File: src/rtl/vending_pkg.sv
// Shared definitions for the parametrised vending controller.
package vending_pkg;

  localparam logic [1:0] ST_IDLE     = 2'd0;
  localparam logic [1:0] ST_CREDIT   = 2'd1;
  localparam logic [1:0] ST_DISPENSE = 2'd2;
  localparam logic [1:0] ST_CHANGE   = 2'd3;

  typedef enum logic [1:0] {
    IDLE     = ST_IDLE,
    CREDIT   = ST_CREDIT,
    DISPENSE = ST_DISPENSE,
    CHANGE   = ST_CHANGE
  } state_t;

  localparam int COIN5  = 5;
  localparam int COIN10 = 10;

  // Price vectors are zero-extended to this width before slicing, so one
  // helper serves every N_PROD / CREDIT_W combination.
  localparam int PRICE_VEC_W = 256;

  // Returns slice idx (width w) of a packed price vector.
  function automatic int price_slice(input logic [PRICE_VEC_W-1:0] prices,
                                     input int idx, input int w);
    logic [PRICE_VEC_W-1:0] shifted;
    shifted = prices >> (idx * w);
    return int'(shifted[31:0]) & ((1 << w) - 1);
  endfunction

endpackage

File: src/rtl/vending_change_unit.sv
// Change payout: holds the credit being returned and emits one 10 or 5
// coin pulse per enabled cycle until it is exhausted.
module vending_change_unit
  import vending_pkg::*;
#(
  parameter int CREDIT_W = 7
) (
  input  logic                clk,
  input  logic                rst,
  input  logic                load,
  input  logic [CREDIT_W-1:0] load_value,
  input  logic                enable,
  output logic [CREDIT_W-1:0] remaining,
  output logic                done,
  output logic                change5,
  output logic                change10
);

  localparam logic [CREDIT_W-1:0] TEN  = CREDIT_W'(COIN10);
  localparam logic [CREDIT_W-1:0] FIVE = CREDIT_W'(COIN5);

  // High when the pulse issued this cycle empties the credit, so the
  // controller can leave CHANGE on the same edge as the last pulse.
  assign done = (remaining <= TEN);

  // Load on entry, then pay out largest coin first.
  always_ff @(posedge clk) begin
    if (rst) begin
      remaining <= '0;
      change5   <= 1'b0;
      change10  <= 1'b0;
    end else begin
      change5  <= 1'b0;
      change10 <= 1'b0;
      if (load) begin
        remaining <= load_value;
      end else if (enable && (remaining != '0)) begin
        if (remaining >= TEN) begin
          remaining <= remaining - TEN;
          change10  <= 1'b1;
        end else begin
          remaining <= (remaining >= FIVE) ? (remaining - FIVE) : '0;
          change5   <= 1'b1;
        end
      end
    end
  end

endmodule

File: src/rtl/vending_fsm_param.sv
// Multi-product vending controller: coin accumulation, selection
// arbitration, price lookup and hand-off to the change unit.
//
//   state    | meaning
//   ---------+------------------------------------------------
//   IDLE     | no credit held
//   CREDIT   | credit held, waiting for coins/selection/cancel
//   DISPENSE | product released this cycle (one cycle only)
//   CHANGE   | returning remaining credit as 10/5 pulses
module vending_fsm_param
  import vending_pkg::*;
#(
  parameter int                         N_PROD     = 4,
  parameter int                         CREDIT_W   = 7,
  parameter int                         MAX_CREDIT = 50,
  parameter logic [N_PROD*CREDIT_W-1:0] PRICES     = {7'd20, 7'd15, 7'd10, 7'd5},
  localparam int                        ID_W       = $clog2(N_PROD)
) (
  input  logic                clk,
  input  logic                rst,
  input  logic                credit5,
  input  logic                credit10,
  input  logic                cancel,
  input  logic                sel_valid,
  input  logic [ID_W-1:0]     sel_id,
  output logic [CREDIT_W-1:0] credit,
  output logic [1:0]          current_state,
  output logic                busy,
  output logic                dispense,
  output logic [ID_W-1:0]     dispense_id,
  output logic                change5,
  output logic                change10,
  output logic                coin_reject,
  output logic                sel_err
);

  localparam logic [PRICE_VEC_W-1:0] PRICES_EXT = PRICE_VEC_W'(PRICES);
  localparam logic [CREDIT_W:0]      C5_W       = (CREDIT_W+1)'(COIN5);
  localparam logic [CREDIT_W:0]      C10_W      = (CREDIT_W+1)'(COIN10);
  localparam logic [CREDIT_W:0]      MAX_W      = (CREDIT_W+1)'(MAX_CREDIT);

  state_t              state_q, state_d;
  logic [CREDIT_W-1:0] credit_q, credit_d;
  logic                busy_d, dispense_d, coin_reject_d, sel_err_d;
  logic [ID_W-1:0]     dispense_id_d;

  logic [CREDIT_W:0]   coin_val, coin_sum;
  logic                coin_evt, coin_fits, sel_ok, take_coin;
  logic [CREDIT_W-1:0] price;

  logic                chg_load, chg_en, chg_done;
  logic [CREDIT_W-1:0] chg_load_value, chg_remaining;

  vending_change_unit #(.CREDIT_W(CREDIT_W)) u_change (
    .clk        (clk),
    .rst        (rst),
    .load       (chg_load),
    .load_value (chg_load_value),
    .enable     (chg_en),
    .remaining  (chg_remaining),
    .done       (chg_done),
    .change5    (change5),
    .change10   (change10)
  );

  // Coin value and ceiling check; one extra bit keeps the sum from wrapping.
  always_comb begin
    coin_val = '0;
    if (credit5)  coin_val = coin_val + C5_W;
    if (credit10) coin_val = coin_val + C10_W;
    coin_evt  = credit5 | credit10;
    coin_sum  = {1'b0, credit_q} + coin_val;
    coin_fits = (coin_sum <= MAX_W);
  end

  // Price lookup; a selection is valid only against the registered credit.
  assign price  = CREDIT_W'(price_slice(PRICES_EXT, int'(sel_id), CREDIT_W));
  assign sel_ok = (int'(sel_id) < N_PROD) && (credit_q >= price);

  // Next-state and next-output logic.
  always_comb begin
    state_d        = state_q;
    credit_d       = credit_q;
    dispense_d     = 1'b0;
    dispense_id_d  = '0;
    coin_reject_d  = 1'b0;
    sel_err_d      = 1'b0;
    take_coin      = 1'b0;
    chg_load       = 1'b0;
    chg_load_value = credit_q;
    chg_en         = 1'b0;

    case (state_q)
      IDLE, CREDIT: begin
        if (cancel && (state_q == CREDIT)) begin
          state_d       = CHANGE;
          chg_load      = 1'b1;
          credit_d      = '0;
          coin_reject_d = coin_evt;
        end else if (sel_valid && sel_ok) begin
          state_d       = DISPENSE;
          dispense_d    = 1'b1;
          dispense_id_d = sel_id;
          credit_d      = credit_q - price;
          coin_reject_d = coin_evt;
        end else begin
          sel_err_d = sel_valid;
          take_coin = coin_evt;
        end
        if (take_coin) begin
          if (coin_fits) begin
            credit_d = coin_sum[CREDIT_W-1:0];
            state_d  = CREDIT;
          end else begin
            coin_reject_d = 1'b1;
          end
        end
      end
      DISPENSE: begin
        coin_reject_d = coin_evt;
        sel_err_d     = sel_valid;
        if (credit_q != '0) begin
          state_d  = CHANGE;
          chg_load = 1'b1;
          credit_d = '0;
        end else begin
          state_d = IDLE;
        end
      end
      CHANGE: begin
        coin_reject_d = coin_evt;
        sel_err_d     = sel_valid;
        chg_en        = 1'b1;
        if (chg_done) state_d = IDLE;
      end
      default: state_d = IDLE;
    endcase

    busy_d = (state_d == DISPENSE) || (state_d == CHANGE);
  end

  // State and output registers.
  always_ff @(posedge clk) begin
    if (rst) begin
      state_q     <= IDLE;
      credit_q    <= '0;
      busy        <= 1'b0;
      dispense    <= 1'b0;
      dispense_id <= '0;
      coin_reject <= 1'b0;
      sel_err     <= 1'b0;
    end else begin
      state_q     <= state_d;
      credit_q    <= credit_d;
      busy        <= busy_d;
      dispense    <= dispense_d;
      dispense_id <= dispense_id_d;
      coin_reject <= coin_reject_d;
      sel_err     <= sel_err_d;
    end
  end

  // While paying out, the change unit holds the live credit.
  assign credit        = (state_q == CHANGE) ? chg_remaining : credit_q;
  assign current_state = state_q;

endmodule

File: config.mk
export PLATFORM = sky130hd
export DESIGN_NAME = vending_fsm_param
export DESIGN_NICKNAME = d
export VERILOG_FILES = /design/src/rtl/vending_pkg.sv /design/src/rtl/vending_change_unit.sv /design/src/rtl/vending_fsm_param.sv
export SDC_FILE = /design/constraint.sdc
export NUM_CORES = 1
export LEC_CHECK = 0
export CELL_PAD_IN_SITES_DETAIL_PLACEMENT = 0
export CELL_PAD_IN_SITES_GLOBAL_PLACEMENT = 2
export CORE_ASPECT_RATIO = 1.75
export CORE_MARGIN = 2
export CORE_UTILIZATION = 31
export CTS_BUF_LIST = sky130_fd_sc_hd__clkbuf_8
export CTS_CLUSTER_SIZE = 40
export DETAILED_ROUTE_END_ITERATION = 16
export PLACE_DENSITY = 0.89
export SLEW_MARGIN = 20
export SYNTH_ARGS = -nofsm -noshare
export SYNTH_HDL_FRONTEND = slang
export SYNTH_SLANG_ARGS = --single-unit
File: constraint.sdc
create_clock -name clk -period 2.61 [get_ports clk]
set_clock_uncertainty 0.05 [all_clocks]
set_input_delay 0.3915 -clock clk [delete_from_list [all_inputs] [get_ports clk]]
set_output_delay 0.3915 -clock clk [all_outputs]
set_load 0.005 [all_outputs]
==> results.md <==
- Cells on worst reg2reg path: 8
- Share of cells above drive strength 1: between 20% and 30%
- Synth area leader: dfxtp_1
- Routed vias/inst: approximately 5.5
- Hold endpoint: dispense_id[1]$_SDFF_PP0_
- Hold Crit Depth: 4
- Dominant synthesized flop cell: dfxtp_1
- Layout Cells excl Fill: around 420
- Crit Path Category: input port to flop
- Sequential Power Share: a little under a fifth
- DR vias: about 2.3k
- Top delay family on crit path: compound AO/OA/AOI/OAI gates
- Final GP Congestion: 0.901
- Worst-margin pin slew: roughly 0.57 ns
- Core outline area: ~0.0069 sq mm
- # hold bufs at CTS: 0
- Status: complete, no violations
- CTS tree: built
- Die Y: 115 microns
- R2R Path End: chg_load_value[5]$_SDFFE_PP0P_
- Hold Crit Class: input port to flop
- Max Freq: 402 MHz
- Worst-case clock buffer depth: 2
- Die Wd: about 67 microns
- Detail Placement HPWL: 5370 microns
- Final hold vios: 0
- Max Cap Viol: 0
- Clock share of power: around 7.1%
- CP max FO: 8
- Residual DRC count: 0
- Startpoint Class: input port
- Internal Pwr Total: 1.98 mW
- Critical path, cell by cell: dlygate4sd2_1 > ha_2 > fa_2 > a21o_4 > a221o_2 > o21ai_2 > a32o_2 > a32oi_1 > o41ai_2
- R2R Setup Slk: ~0.14 ns
- Inst Count DP: between 400 and 500
- Final period utilization: 95.2%
- Syn Std Cell Area: around 0.0022 sq mm
- Sequential area share after synthesis: 22.1%
- TritonRoute pass-1 iters: 4
- Comb pwr share: about three quarters
- Worst VDD drop: between 0.0005 and 0.0006 V
- Period minus WS final: 2.48 ns
- Htree depth: 1
- Sw Pwr: 1.74 mW
- Antenna violations before repair: 0
- Synth-to-Final Area Change: 41.0%
- GR Overflow Total: 0
- CTS buffer count: 3
- CP arrival: about 2.6 ns
- Initial Util: 31.8%
- CTS sink cnt: 24
- Critical Path Stages: 9
- Leakage: around 1.2 nW
- Die area: 0.00774 sq mm
- Ys Warns: 0
- ANT cells: 0
- Total wire length: slightly above 7000 microns
- CP bufs+invs: 1
- Highest-count cells in the layout ignoring fill and taps: 45 x buf_4, 24 x nor2_1, 24 x dfxtp_1
- Sw Ratio: 46.7%
- Mean area per synthesized cell: about 8 sq um
- Gr usage total: 18.9%
- Largest cells by area after synthesis: dfxtp_1 22%, ha_1 9.8%, nor2_1 4.1%
- Unrepaired setup endpoints after global routing: false
- Post-Syn Instances: about 280
- Power Density: ~1200 mW/mm^2
- Slew Limit Fails: 0
- Unique masters post-synth: approximately 60
- Pin count of the biggest net entering global routing: 23
- Wire per inst: around 17 microns
- Clk root buf: clkbuf_8
- R2r startpoint: chg_load_value[0]$_SDFFE_PP0P_
- Final setup viols: 0
- Number of global-route vias before repair: around 2.3k
- Global-route wire length before repair: about 11000 microns
- Port bufs: 24
- Seq cells post-synth: 24
- Number of enable-type register cells in the synthesized netlist: 0
- CP max stage delay: ~0.37 ns
- I/O pin total: 25
- Critical Path RT: 2.74 ns
- Worst-path clk slew: 0.09 ns
- Setup TNS: 0 ns
- Async set-reset flop share out of synthesis: 0%
- Crit end category: flop
- Synth top area share: between 20% and 30%
- Most common cell after layout, fill and taps aside: buf_4
- Max-slew headroom: 61.8%
- Fill count: a little under 700
- Nets: about 360
- ANT nets after route: 0
- Worst Hold Launch: sel_id[1]
- Syn_nets: around 300
- Critical path's slowest cell: fa_2
- Core Rows: 40
- Skew-Pair Late Insertion Delay: around 0.27 ns
- Number of DRC markers in iteration 0: approximately 100
-- layout make-up --
class	instances	area, sq um	share of cell area, %
Multi-Input combinational cell	222	1780	58.0
Timing Repair Buffer	71	599	19.5
Sequential cell	24	480	15.7
Tap cell	84	105	3.42
Clock buffer	4	55.1	1.79
Inverter	13	48.8	1.59
-- metal layers --
metal / global-route usage [%] / wire [microns]
met3: 1.08 / 231
met4: 7.76 / 184
met1: 19.7 / 2620
met2: 37.3 / 4190
met5: 0 / 0
-- flip-flops by register name (all words and copies together), names as in the netlist --
register            flops
dispense                1
u_change.change5        1
current_state           2
chg_load_value          7
u_change.remaining      7
dispense_id             2
coin_reject             1
u_change.change10       1
sel_err                 1
busy                    1
-- stage by stage --
step	cell area (sq um)	total power [mW]	util, %	worst slack (ns)	hold slack [ns]
after detailed placement	2780	3.15	40.5	-0.591	0.461
after CTS	2990	3.60	43.5	0.00990	0.481
after global placement	2780	3.14	40.5	-0.543	0.459
after floorplan	2180	2.17	-	0.0923	0.436
final	3070	3.73	44.8	0.125	0.469
after global routing	3070	4.01	44.8	0.00150	0.485
-- cell families after synthesis --
group | count (synthesis) | share of synthesized area (%)
mux | 7 | 3.39
simple gates | 101 | 24.0
flops | 24 | 22.1
xor+xnor | 9 | 3.62
fa+ha+maj | 18 | 10.7
compound gates | 87 | 29.9
buf+inv | 29 | 6.32
-- synthesized netlist by cell type, types with 5 or more instances --
cell type  count
nor3_1        12
nand3_1        7
o31ai_1        6
a41oi_1        5
a31oi_1        5
ha_1          17
dfxtp_1       24
inv_1         13
o21ai_0       16
clkbuf_1       9
nand2_1       23
a21oi_1       14
xnor2_1        6
nor2b_1        5
nor2_1        24
-- what timing repair did --
item	4_1_cts	5_1_grt
pin swaps	12	5
buffers inserted	2	1
gates resized for setup	33	13
endpoints found under the hold margin	0	0
setup endpoints to repair	11	11
-- power groups by stage --
stage	clock network, mW	registers (mW)	logic (mW)
6_report	0.264	0.680	2.78
5_1_grt	0.278	0.701	3.03
2_1_floorplan	0	0.616	1.56
3_5_place_dp	0	0.681	2.47
4_1_cts	0.265	0.678	2.66
3_3_place_gp	0	0.684	2.45
-- tightest hold or removal path, delay by kind of cell --
family                 cells  cell delay, ns
buffers and inverters      3            0.32
and+or+nand+nor            1            0.04
-- how the worst max path moves through the flow --
stage,to,slack [ns],from
5_1_grt,chg_load_value[2]$_SDFFE_PP0P_,0.001,credit10
3_5_place_dp,chg_load_value[2]$_SDFFE_PP0P_,-0.59,credit5
4_1_cts,chg_load_value[5]$_SDFFE_PP0P_,0.01,sel_id[1]
2_1_floorplan,chg_load_value[2]$_SDFFE_PP0P_,0.09,credit5
6_report,chg_load_value[5]$_SDFFE_PP0P_,0.13,credit5
3_3_place_gp,chg_load_value[2]$_SDFFE_PP0P_,-0.54,credit5
(Power assumes the default switching activity.)
